**config.mk**
```make
export PLATFORM = sky130hd
export DESIGN_NAME = dmem_arbiter
export DESIGN_NICKNAME = d
export VERILOG_FILES = /design/src/rtl/dmem_arbiter.sv
export SDC_FILE = /design/constraint.sdc
export NUM_CORES = 1
export LEC_CHECK = 0
export CAP_MARGIN = 20
export CORE_UTILIZATION = 30
export DETAILED_ROUTE_END_ITERATION = 10
export GPL_TIMING_DRIVEN = 0
export PLACE_DENSITY = 0.71
export SYNTH_ARGS = -nofsm -noshare
export SYNTH_HDL_FRONTEND = slang
export SYNTH_SLANG_ARGS = --single-unit
```
**constraint.sdc**
```tcl
create_clock -name clk -period 4.1 [get_ports clk]
set_input_delay 1.23 -clock clk [delete_from_list [all_inputs] [get_ports clk]]
set_output_delay 1.23 -clock clk [all_outputs]
set_load 0.05 [all_outputs]
```
**src/rtl/dmem_arbiter.sv**
```systemverilog
// Two-master data-memory arbiter (round-robin or fixed m0 priority); partial-byte writes use read-modify-write.
// Ack 2 cycles after req is sampled in IDLE (3 for partial writes); req is held by the master until its ack.
module dmem_arbiter #(
  parameter bit PRIO_FIXED = 1'b0
) (
  input  logic        clk,
  input  logic        rst_n,
  input  logic        m0_req,
  input  logic        m0_we,
  input  logic [31:0] m0_addr,
  input  logic [31:0] m0_wdata,
  input  logic [3:0]  m0_be,
  output logic        m0_ack,
  output logic [31:0] m0_rdata,
  input  logic        m1_req,
  input  logic        m1_we,
  input  logic [31:0] m1_addr,
  input  logic [31:0] m1_wdata,
  input  logic [3:0]  m1_be,
  output logic        m1_ack,
  output logic [31:0] m1_rdata,
  output logic [31:0] mem_addr,
  output logic [31:0] mem_wdata,
  output logic        mem_we,
  input  logic [31:0] mem_rdata
);

  typedef enum logic [1:0] {IDLE, ACCESS, MERGE, RESP} state_t;

  state_t      state, state_nxt;
  logic        rr, rr_d;
  logic        win, win_d;
  logic        lat_we, lat_we_d;
  logic [3:0]  lat_be, lat_be_d;
  logic [31:0] lat_wdata, lat_wdata_d;
  logic [31:0] addr_d, wdata_d, rdata0_d, rdata1_d;
  logic        we_d, mem_we_q, ack0_d, ack1_d;
  logic        sel, sel_we, partial;
  logic [31:0] sel_addr, sel_wdata, merged;
  logic [3:0]  sel_be;

  // Winner select: sel = 1 means m1; a lone requester wins regardless of rr.
  always_comb begin
    if (m0_req && m1_req) sel = PRIO_FIXED ? 1'b0 : rr;
    else                  sel = m1_req;
    sel_we    = sel ? m1_we    : m0_we;
    sel_addr  = sel ? m1_addr  : m0_addr;
    sel_wdata = sel ? m1_wdata : m0_wdata;
    sel_be    = sel ? m1_be    : m0_be;
    partial   = lat_we && (lat_be != 4'h0) && (lat_be != 4'hF);
    merged    = '0;
    for (int i = 0; i < 4; i++)
      merged[8*i +: 8] = lat_be[i] ? lat_wdata[8*i +: 8] : mem_rdata[8*i +: 8];
  end

  always_ff @(posedge clk) begin
    if (!rst_n) state <= IDLE;
    else        state <= state_nxt;
  end

  always_comb begin
    state_nxt = state;
    case (state)
      IDLE:    if (m0_req || m1_req) state_nxt = ACCESS;
      ACCESS:  state_nxt = partial ? MERGE : RESP;
      MERGE:   state_nxt = RESP;
      default: state_nxt = IDLE;
    endcase
  end

  // Next values of the registered outputs, aligned to the state being entered.
  always_comb begin
    rr_d        = rr;
    win_d       = win;
    lat_we_d    = lat_we;
    lat_be_d    = lat_be;
    lat_wdata_d = lat_wdata;
    addr_d      = mem_addr;
    wdata_d     = mem_wdata;
    we_d        = 1'b0;
    rdata0_d    = m0_rdata;
    rdata1_d    = m1_rdata;
    case (state)
      IDLE: begin
        if (m0_req || m1_req) begin
          win_d       = sel;
          rr_d        = ~sel;
          lat_we_d    = sel_we;
          lat_be_d    = sel_be;
          lat_wdata_d = sel_wdata;
          addr_d      = {sel_addr[31:2], 2'b00};
          wdata_d     = sel_wdata;
          we_d        = sel_we && (sel_be == 4'hF);
        end
      end
      ACCESS: begin
        if (!lat_we) begin
          if (win) rdata1_d = mem_rdata;
          else     rdata0_d = mem_rdata;
        end else if (partial) begin
          we_d    = 1'b1;
          wdata_d = merged;
        end
      end
      default: ;
    endcase
    ack0_d = (state_nxt == RESP) && !win;
    ack1_d = (state_nxt == RESP) &&  win;
  end

  always_ff @(posedge clk) begin
    if (!rst_n) begin
      rr        <= 1'b0;
      win       <= 1'b0;
      lat_we    <= 1'b0;
      lat_be    <= 4'h0;
      lat_wdata <= '0;
      mem_addr  <= '0;
      mem_wdata <= '0;
      mem_we_q  <= 1'b0;
      m0_ack    <= 1'b0;
      m1_ack    <= 1'b0;
      m0_rdata  <= '0;
      m1_rdata  <= '0;
    end else begin
      rr        <= rr_d;
      win       <= win_d;
      lat_we    <= lat_we_d;
      lat_be    <= lat_be_d;
      lat_wdata <= lat_wdata_d;
      mem_addr  <= addr_d;
      mem_wdata <= wdata_d;
      mem_we_q  <= we_d;
      m0_ack    <= ack0_d;
      m1_ack    <= ack1_d;
      m0_rdata  <= rdata0_d;
      m1_rdata  <= rdata1_d;
    end
  end

  // Reset asserted during a write cycle must keep that write out of memory at the same edge.
  assign mem_we = mem_we_q & rst_n;

endmodule

```
-- Yosys cells after proc, flatten, opt, wreduce, memory -nomap -nowiden
Cells that the tools add are included.
- bits in registers: 170
- latch bits: 0
- bits in writable memories: 0
- bits in read-only memories: 0
- input bits: 174
- memories: 0
- add/subtract/negate cells: 0
- multipliers: 0
- divide/modulo/power cells: 0
- magnitude comparators: 0
- equal/unequal tests: 8
- shift-type cells: 0
- multiplexer cells: 20
- bitwise logic cells: 4
- reductions and logical operators: 15
- operators by type and width (operator ; count):
    $mux 32 ; 5
    $pmux 32 s2 ; 1
    $mux 8 ; 4
    $logic_and 1x1->1 ; 6
    $mux 1 ; 6
    $ne 2x2->1 const B ; 3
    $pmux 2 s3 ; 1
    $reduce_and 3->1 ; 2
    $eq 2x2->1 const B ; 2
    $eq 4x4->1 const B ; 1
    $mux 4 ; 1
    $ne 4x4->1 const B ; 1
    $reduce_and 4->1 ; 1
    $reduce_bool 4->1 ; 1
    $not 1->1 ; 3
    $eq 2x1->1 const B ; 1
    $logic_not 2->1 ; 1
    $mux 2 ; 1
    $pmux 1 s2 ; 1
    $reduce_and 2->1 ; 1
    $reduce_bool 2->1 ; 1
    $and 1x1->1 ; 1
    $logic_not 1->1 ; 1
    $logic_or 1x1->1 ; 1

-- Depth between registers and ports, before layout
Gate-level depths: netlist of run 1.
- depth after elaboration: 7
- depth in mapped cells: 8
- gate-level depth less buffers: 6

-- Least setup slack after synthesis of run 1
No wires, ideal clock.
- kind: in2out
- start point: input port rst_n
- end point: output port mem_we
- arrival: 2209 ps
- data required time: 2870 ps
- path slack: 661 ps
- cell stages on the path: 3
- buffers on the path: 2
- cell sequence: clkbuf_1 > clkbuf_1 > and2_1
- longest elaborated chain between the ends: 1
- ends and longest elaborated chain (what ; RTL line ; text):
    from (decl) ; 7 ; input logic rst_n,
    $and 1x1->1 ; 142 ; assign mem_we = mem_we_q & rst_n;
    to (decl) ; 24 ; output logic mem_we,
Every way passes these cells.

-- Worst setup path after layout of run 1
Ends and elaborated chain as after synthesis.

==> results of run 1 <==
cell families after synthesis:
| logic type | share of synthesized area |
|---|---|
| DFF | 0.453 |
| muxes | 0.0905 |
| AOI/OAI and AO/OA | 0.184 |
| buffers and inverters | 0.0597 |
| and+or+nand+nor | 0.206 |
| adders and majority gates | 0.00665 |
| other | 0.000499 |
area by class of cell:
class / instances / share of cell area
Multi-Input combinational cell: 633 / 0.320
Sequential cell: 170 / 0.296
Buffer: 86 / 0.0377
Timing Repair Buffer: 297 / 0.259
Inverter: 5 / 0.00163
Clock buffer: 18 / 0.0382
Clock inverter: 14 / 0.0124
Tap cell: 324 / 0.0353
Antenna cell: 1 / 0.000218
metal layers:
metal,up-vias,global-route usage,part of all wire
met4,0,0.0576,0.015
met1,3713,0.267,0.40
li1,3796,-,-
met3,23,0.0697,0.083
met5,-,0,0
met2,334,0.408,0.50
path summary, 6_finish.rpt:
kind                                    from            to  depth (start not counted)
worst max-delay path                   rst_n        mem_we                          4
worst min-delay path            m1_rdata[11]  m1_rdata[11]                          2
worst max register to register      state[1]   m1_rdata[2]                          7
worst min register to register  m1_rdata[11]  m1_rdata[11]                          2
cells in the mapped netlist (2+ instances only):
library cell / count
a211oi_1: 5
a21boi_0: 30
a21boi_1: 3
a21oi_1: 103
a222oi_1: 30
and2_1: 2
and3_1: 35
buf_1: 8
buf_12: 3
buf_2: 14
buf_4: 3
buf_6: 4
clkbuf_1: 54
dfxtp_1: 170
ha_1: 4
inv_1: 3
inv_2: 2
mux2i_1: 68
nand2_1: 164
nand4_1: 2
nor2_1: 70
nor3_1: 67
o31ai_1: 32
stage by stage:
stage | std cells | hold WS [ns] | utilization | setup TNS, ns
global placement | 1515 | 0.443 | 0.446 | -0.340
detailed placement | 1515 | 0.447 | 0.446 | -0.344
CTS | 1547 | 0.457 | 0.470 | 0
finish | 1548 | 0.453 | 0.470 | 0
floorplan | 894 | 0.475 | - | 0
global route | 1548 | 0.473 | 0.470 | 0
cells in the final DEF (no fill, tap or decap), types with 3 or more instances in the layout:
cell type	n
a211oi_1	5
a21boi_0	30
inv_6	4
buf_1	8
mux2i_1	68
nor2_1	70
ha_1	4
buf_6	4
inv_1	3
a222oi_1	30
clkinv_4	3
buf_4	3
buf_12	3
clkinvlp_4	4
o31ai_1	32
clkbuf_1	52
a21oi_1	103
buf_2	14
and3_1	35
dfxtp_1	170
nand2_1	164
a21boi_1	3
clkdlybuf4s50_1	297
clkbuf_16	17
nor3_1	67
power by group through the flow:
stage / clock [mW] / combinational (mW) / sequential [mW]
after CTS: 1.64 / 4.06 / 2.36
after floorplan: 0 / 1.66 / 3.41
after global placement: 0 / 4.01 / 2.37
after detailed placement: 0 / 4.05 / 2.39
after global routing: 1.71 / 4.30 / 2.41
final: 1.61 / 4.06 / 2.36
worst min-delay path, stage by stage (launching register included):
cell	delay [ns]
dfxtp_1	0.31
nand2_1	0.05
a21oi_1	0.05
registers in the layout, summed over array words and instances (netlist names):
register   count
m0_rdata      32
rr             1
m0_ack         1
mem_wdata     32
lat_be         4
m1_rdata      32
m1_ack         1
win            1
mem_we_q       1
lat_we         1
mem_addr      30
lat_wdata     32
state          2
==> impl_metrics.env, run 1 <==
export IMPL_htreeDepth=4
export IMPL_rsz0062_at_grt="no"
export IMPL_startpoint_type="input pin"
export IMPL_multiInputGateArea_um2=3670
export IMPL_path_delay_family="buffers and inverters"
export IMPL_synth_seq_area_share=0.453
export IMPL_p_leak_nw=4.34
export IMPL_crit_buf_inv=3
export IMPL_postLayoutSetupSlackWorst_ns=0.0759
export IMPL_cp_required_ns=2.87
export IMPL_p_total_mw=8.03
export IMPL_min_period_ns=4.02
export IMPL_fillers=2417
export IMPL_wl_per_cell_um=19.2
export IMPL_numPortBuffers=297
export IMPL_cp_data_arrival_time_ns=2.79
export IMPL_cts_buffers=17
export IMPL_syn_inst=893
export IMPL_drtIter0Drc=694
export IMPL_cts_root_buffer="clkbuf_16"
export IMPL_final_antenna_net_count=0
export IMPL_synth_area_um2=7520
export IMPL_crit_top_cell="clkbuf_2"
export IMPL_rrSetupSlack_ns=1.79
export IMPL_io_pin_count=305
export IMPL_net_switching_power_mw=3.58
export IMPL_drive_gt1_frac=0.0507
export IMPL_placementRows=57
export IMPL_cts_sinks=170
export IMPL_synth_top_area_cell="dfxtp_1"
export IMPL_clock_skew_ns=0.00957
export IMPL_crit_type="input pin to output pin"
export IMPL_antenna_found_initial=1
export IMPL_insertion_delay_ns=0.43
export IMPL_hold_buffers=0
export IMPL_cts_setup_buffers=0
export IMPL_cts_resized=2
export IMPL_die_area_um2=25700
export IMPL_tightest_slew_ns=1.03
export IMPL_drc=0
export IMPL_critPathMaxStageDelay_ns=0.83
export IMPL_synth_edf_count=0
export IMPL_crit_path_cell_trace="clkbuf_2 -> clkbuf_2 -> and2_1 -> clkdlybuf4s50_1"
export IMPL_p_seq_frac=0.294
export IMPL_status="complete, no violations"
export IMPL_peakVddDrop_v=0.000327
export IMPL_ys_ff_latch=170
export IMPL_critical_path_max_fanout=10
export IMPL_swShare=0.446
export IMPL_cts_tree="built"
export IMPL_power_density_nw_per_um2=699
export IMPL_regArea_um2=3400
export IMPL_core_um2=24500
export IMPL_gp_congestion=0.862
export IMPL_dpl_hpwl_mm=22.8
export IMPL_start_util=0.307
export IMPL_wl_mm=29.7
export IMPL_clkPwrFrac=0.201
export IMPL_fin_crit_sh=0.981
export IMPL_drt_pre_antenna_iters=7
export IMPL_async_flop_share=0
export IMPL_drv_slew=0
export IMPL_route_vias_total=7866
export IMPL_synth_area_leaders="dfxtp_1 45%, mux2i_1 9.1%, nand2_1 8.2%"
export IMPL_cp_slowest_cell="clkdlybuf4s50_1"
export IMPL_die_w_um=160
export IMPL_synth_cell_types=40
export IMPL_setup_viol=0
export IMPL_grt_pass1_vias=7894
export IMPL_syn_avg_cell_area_um2=8.42
export IMPL_slew_headroom=0.309
export IMPL_grt_max_degree=17
export IMPL_fin_nets=1388
export IMPL_clockBufferDepth=2
export IMPL_dieHeight_um=160
export IMPL_maxCapViolCount=0
export IMPL_critPathCaptureType="output pin"
export IMPL_fmax_mhz=249
export IMPL_hold_viol=0
export IMPL_hp_class="register to register"
export IMPL_grt_pass1_wl_mm=45.3
export IMPL_grtUsageTotal=0.229
export IMPL_design_area_um2=11500
export IMPL_combPwrFrac=0.506
export IMPL_vias_per_cell=5.08
export IMPL_p_int_mw=4.45
export IMPL_ys_flop_type="dfxtp_1"
export IMPL_areaGrowthSynthToFinish_pct=52.8
export IMPL_placed_cell_area_um2=10900
export IMPL_overflow=0
export IMPL_dp_slack_ns=-0.344
export IMPL_ys_warn_count=0
export IMPL_synth_top_area_frac=0.453
export IMPL_cts_clk_slew_worst_paths_ns=0.07
Note: power is estimated with default switching activity, not from simulation.
==> run 2: changes to the inputs <==
--- a/config.mk
+++ b/config.mk
@@ -8,6 +8,7 @@
 export CAP_MARGIN = 20
 export CORE_UTILIZATION = 30
 export DETAILED_ROUTE_END_ITERATION = 10
+export GPL_ROUTABILITY_DRIVEN = 0
 export GPL_TIMING_DRIVEN = 0
 export PLACE_DENSITY = 0.71
 export SYNTH_ARGS = -nofsm -noshare
==> results of run 2 <==
Final layout, timing and power as in run 1 (identical DEF).
==> run 3: changes to the inputs <==
--- a/config.mk
+++ b/config.mk
@@ -6,11 +6,13 @@
 export NUM_CORES = 1
 export LEC_CHECK = 0
 export CAP_MARGIN = 20
-export CORE_UTILIZATION = 30
+export CORE_UTILIZATION = 36
+export CTS_CLUSTER_DIAMETER = 50
 export DETAILED_ROUTE_END_ITERATION = 10
 export GPL_ROUTABILITY_DRIVEN = 0
 export GPL_TIMING_DRIVEN = 0
-export PLACE_DENSITY = 0.71
+export PLACE_DENSITY = 0.81
+export REMOVE_ABC_BUFFERS = 1
 export SYNTH_ARGS = -nofsm -noshare
 export SYNTH_HDL_FRONTEND = slang
 export SYNTH_SLANG_ARGS = --single-unit
==> run 3 against run 2 <==
Maximum frequency rose by 2.7%. Combinational power fell by 4%. Largest power group unchanged. Sequential cell count stayed put. Cell count shrank 8.1%. Via count fell by 4.8%.
==> impl_metrics.env, run 3 (synthesis results as in run 1) <==
export IMPL_postLayoutSetupSlackWorst_ns=0.183
export IMPL_highest_layer="met4"
export IMPL_maxCapViolCount=0
export IMPL_fin_crit_sh=0.955
export IMPL_fillers=1869
export IMPL_final_util=0.554
export IMPL_cp_required_ns=2.87
export IMPL_drt_pre_antenna_iters=8
export IMPL_grt_pass1_wl_mm=37.3
export IMPL_wl_mm=24.1
export IMPL_crit_type="input pin to output pin"
export IMPL_power_density_nw_per_um2=694
export IMPL_route_vias_total=7492
export IMPL_cp_data_arrival_time_ns=2.69
export IMPL_cts_sinks=170
export IMPL_fin_nets=1318
export IMPL_status="complete, no violations"
export IMPL_die_w_um=147
export IMPL_htreeDepth=4
export IMPL_grt_max_degree=86
export IMPL_grtUsageTotal=0.220
export IMPL_critPathMaxStageDelay_ns=0.83
export IMPL_cts_setup_buffers=0
export IMPL_min_from="m1_rdata[2]"
export IMPL_start_util=0.369
export IMPL_dieHeight_um=147
export IMPL_wl_per_cell_um=17.0
export IMPL_cts_root_buffer="clkbuf_16"
export IMPL_critPathCaptureType="output pin"
export IMPL_tightest_slew_ns=0.979
export IMPL_antenna_found_initial=0
export IMPL_final_antenna_net_count=0
export IMPL_peakVddDrop_v=0.000405
export IMPL_fin_setup_tns_ns=0
export IMPL_core_um2=20400
export IMPL_placementRows=52
export IMPL_cts_clk_slew_worst_paths_ns=0.07
export IMPL_final_common_cell="clkdlybuf4s50_1"
export IMPL_cp_slowest_cell="clkdlybuf4s50_1"
export IMPL_p_leak_nw=4.29
export IMPL_clock_skew_ns=0.00960
export IMPL_hp_class="register to register"
export IMPL_min_period_ns=3.92
export IMPL_dr_wl_met2_mm=11.7
export IMPL_critical_path_max_fanout=35
export IMPL_rsz0062_at_grt="no"
export IMPL_fmax_mhz=255
export IMPL_crit_buf_inv=2
export IMPL_die_area_um2=21500
export IMPL_cts_buffers=17
export IMPL_drive_gt1_frac=0.0512
export IMPL_holdWs_ns=0.453
export IMPL_startpoint_type="input pin"
export IMPL_slew_headroom=0.345
export IMPL_overflow=0
export IMPL_cp_startpoint="rst_n"
export IMPL_regArea_um2=3400
export IMPL_diodes=0
export IMPL_p_total_mw=7.83
export IMPL_drtIter0Drc=409
export IMPL_dpl_hpwl_mm=17.4
export IMPL_setup_viol=0
export IMPL_dp_slack_ns=-0.115
export IMPL_areaGrowthSynthToFinish_pct=50.1
export IMPL_mostFrequentLayoutCells="296 x clkdlybuf4s50_1, 170 x dfxtp_1, 164 x nand2_1, 102 x a21oi_1, 70 x nor2_1"
export IMPL_drc=0
export IMPL_cts_tree="built"
export IMPL_wl_met1_mm=10.1
export IMPL_io_pin_count=305
export IMPL_vias_per_cell=5.27
export IMPL_insertion_delay_ns=0.42
export IMPL_wl_met3_mm=1.76
export IMPL_multiInputGateArea_um2=3710
export IMPL_crit_path_cell_trace="buf_4 -> and2_1 -> clkdlybuf4s50_1"
export IMPL_clockBufferDepth=2
export IMPL_grt_pass1_vias=6975
export IMPL_hold_viol=0
export IMPL_path_delay_family="buffers and inverters"
export IMPL_numPortBuffers=298
export IMPL_worstReg2RegStart="state[1]"
export IMPL_drv_slew=0
## run 3: timing repair
action / CTS / global route
hold buffers: 0 / 0
setup endpoints to repair: 1 / 0
gates resized for setup: 1 / 0
## run 3: report_power, final
part | leakage (nW) | internal, mW | switching, mW
Clock | 0.265 | 0.810 | 0.726
Combinational | 2.63 | 1.45 | 2.43
Sequential | 1.39 | 2.11 | 0.307
## run 3: path summary, 6_finish.rpt
| kind | to | slack [ns] | cells after the start |
|---|---|---|---|
| max reg2reg | m1_rdata[10] | 1.49 | 7 |
| min reg2reg | m1_rdata[2] | 0.45 | 2 |
| max | mem_we | 0.18 | 3 |
| min | m1_rdata[2] | 0.45 | 2 |
## run 3: worst register-to-register path: cells and delay by family, from the launching register on
family	cells	cell delay, ns
DFF	1	0.33
and+or+nand+nor	2	0.84
AOI/OAI and AO/OA	1	0.15
buffers and inverters	3	0.60
adders and majority gates	1	0.61
## run 3: layout make-up
type                       count  area share
clock inverter                12     0.00953
inverter                       5     0.00211
clock buffer                  19      0.0392
timing repair buffer         313       0.289
sequential                   170       0.302
multi-input combinational    633       0.329
tap                          270      0.0299
## run 3: per-layer routing
layer,GRT usage,vias up
met5,0,-
met4,0.0786,0
met3,0.0541,35
met2,0.379,310
met1,0.265,3478
li1,-,3669
## run 3: stage by stage
stage               instance area [um^2]  instances
finish                             11300       1422
global placement                   10400       1376
detailed placement                 10700       1390
global route                       11300       1422
floorplan                           7090        808
CTS                                11300       1421
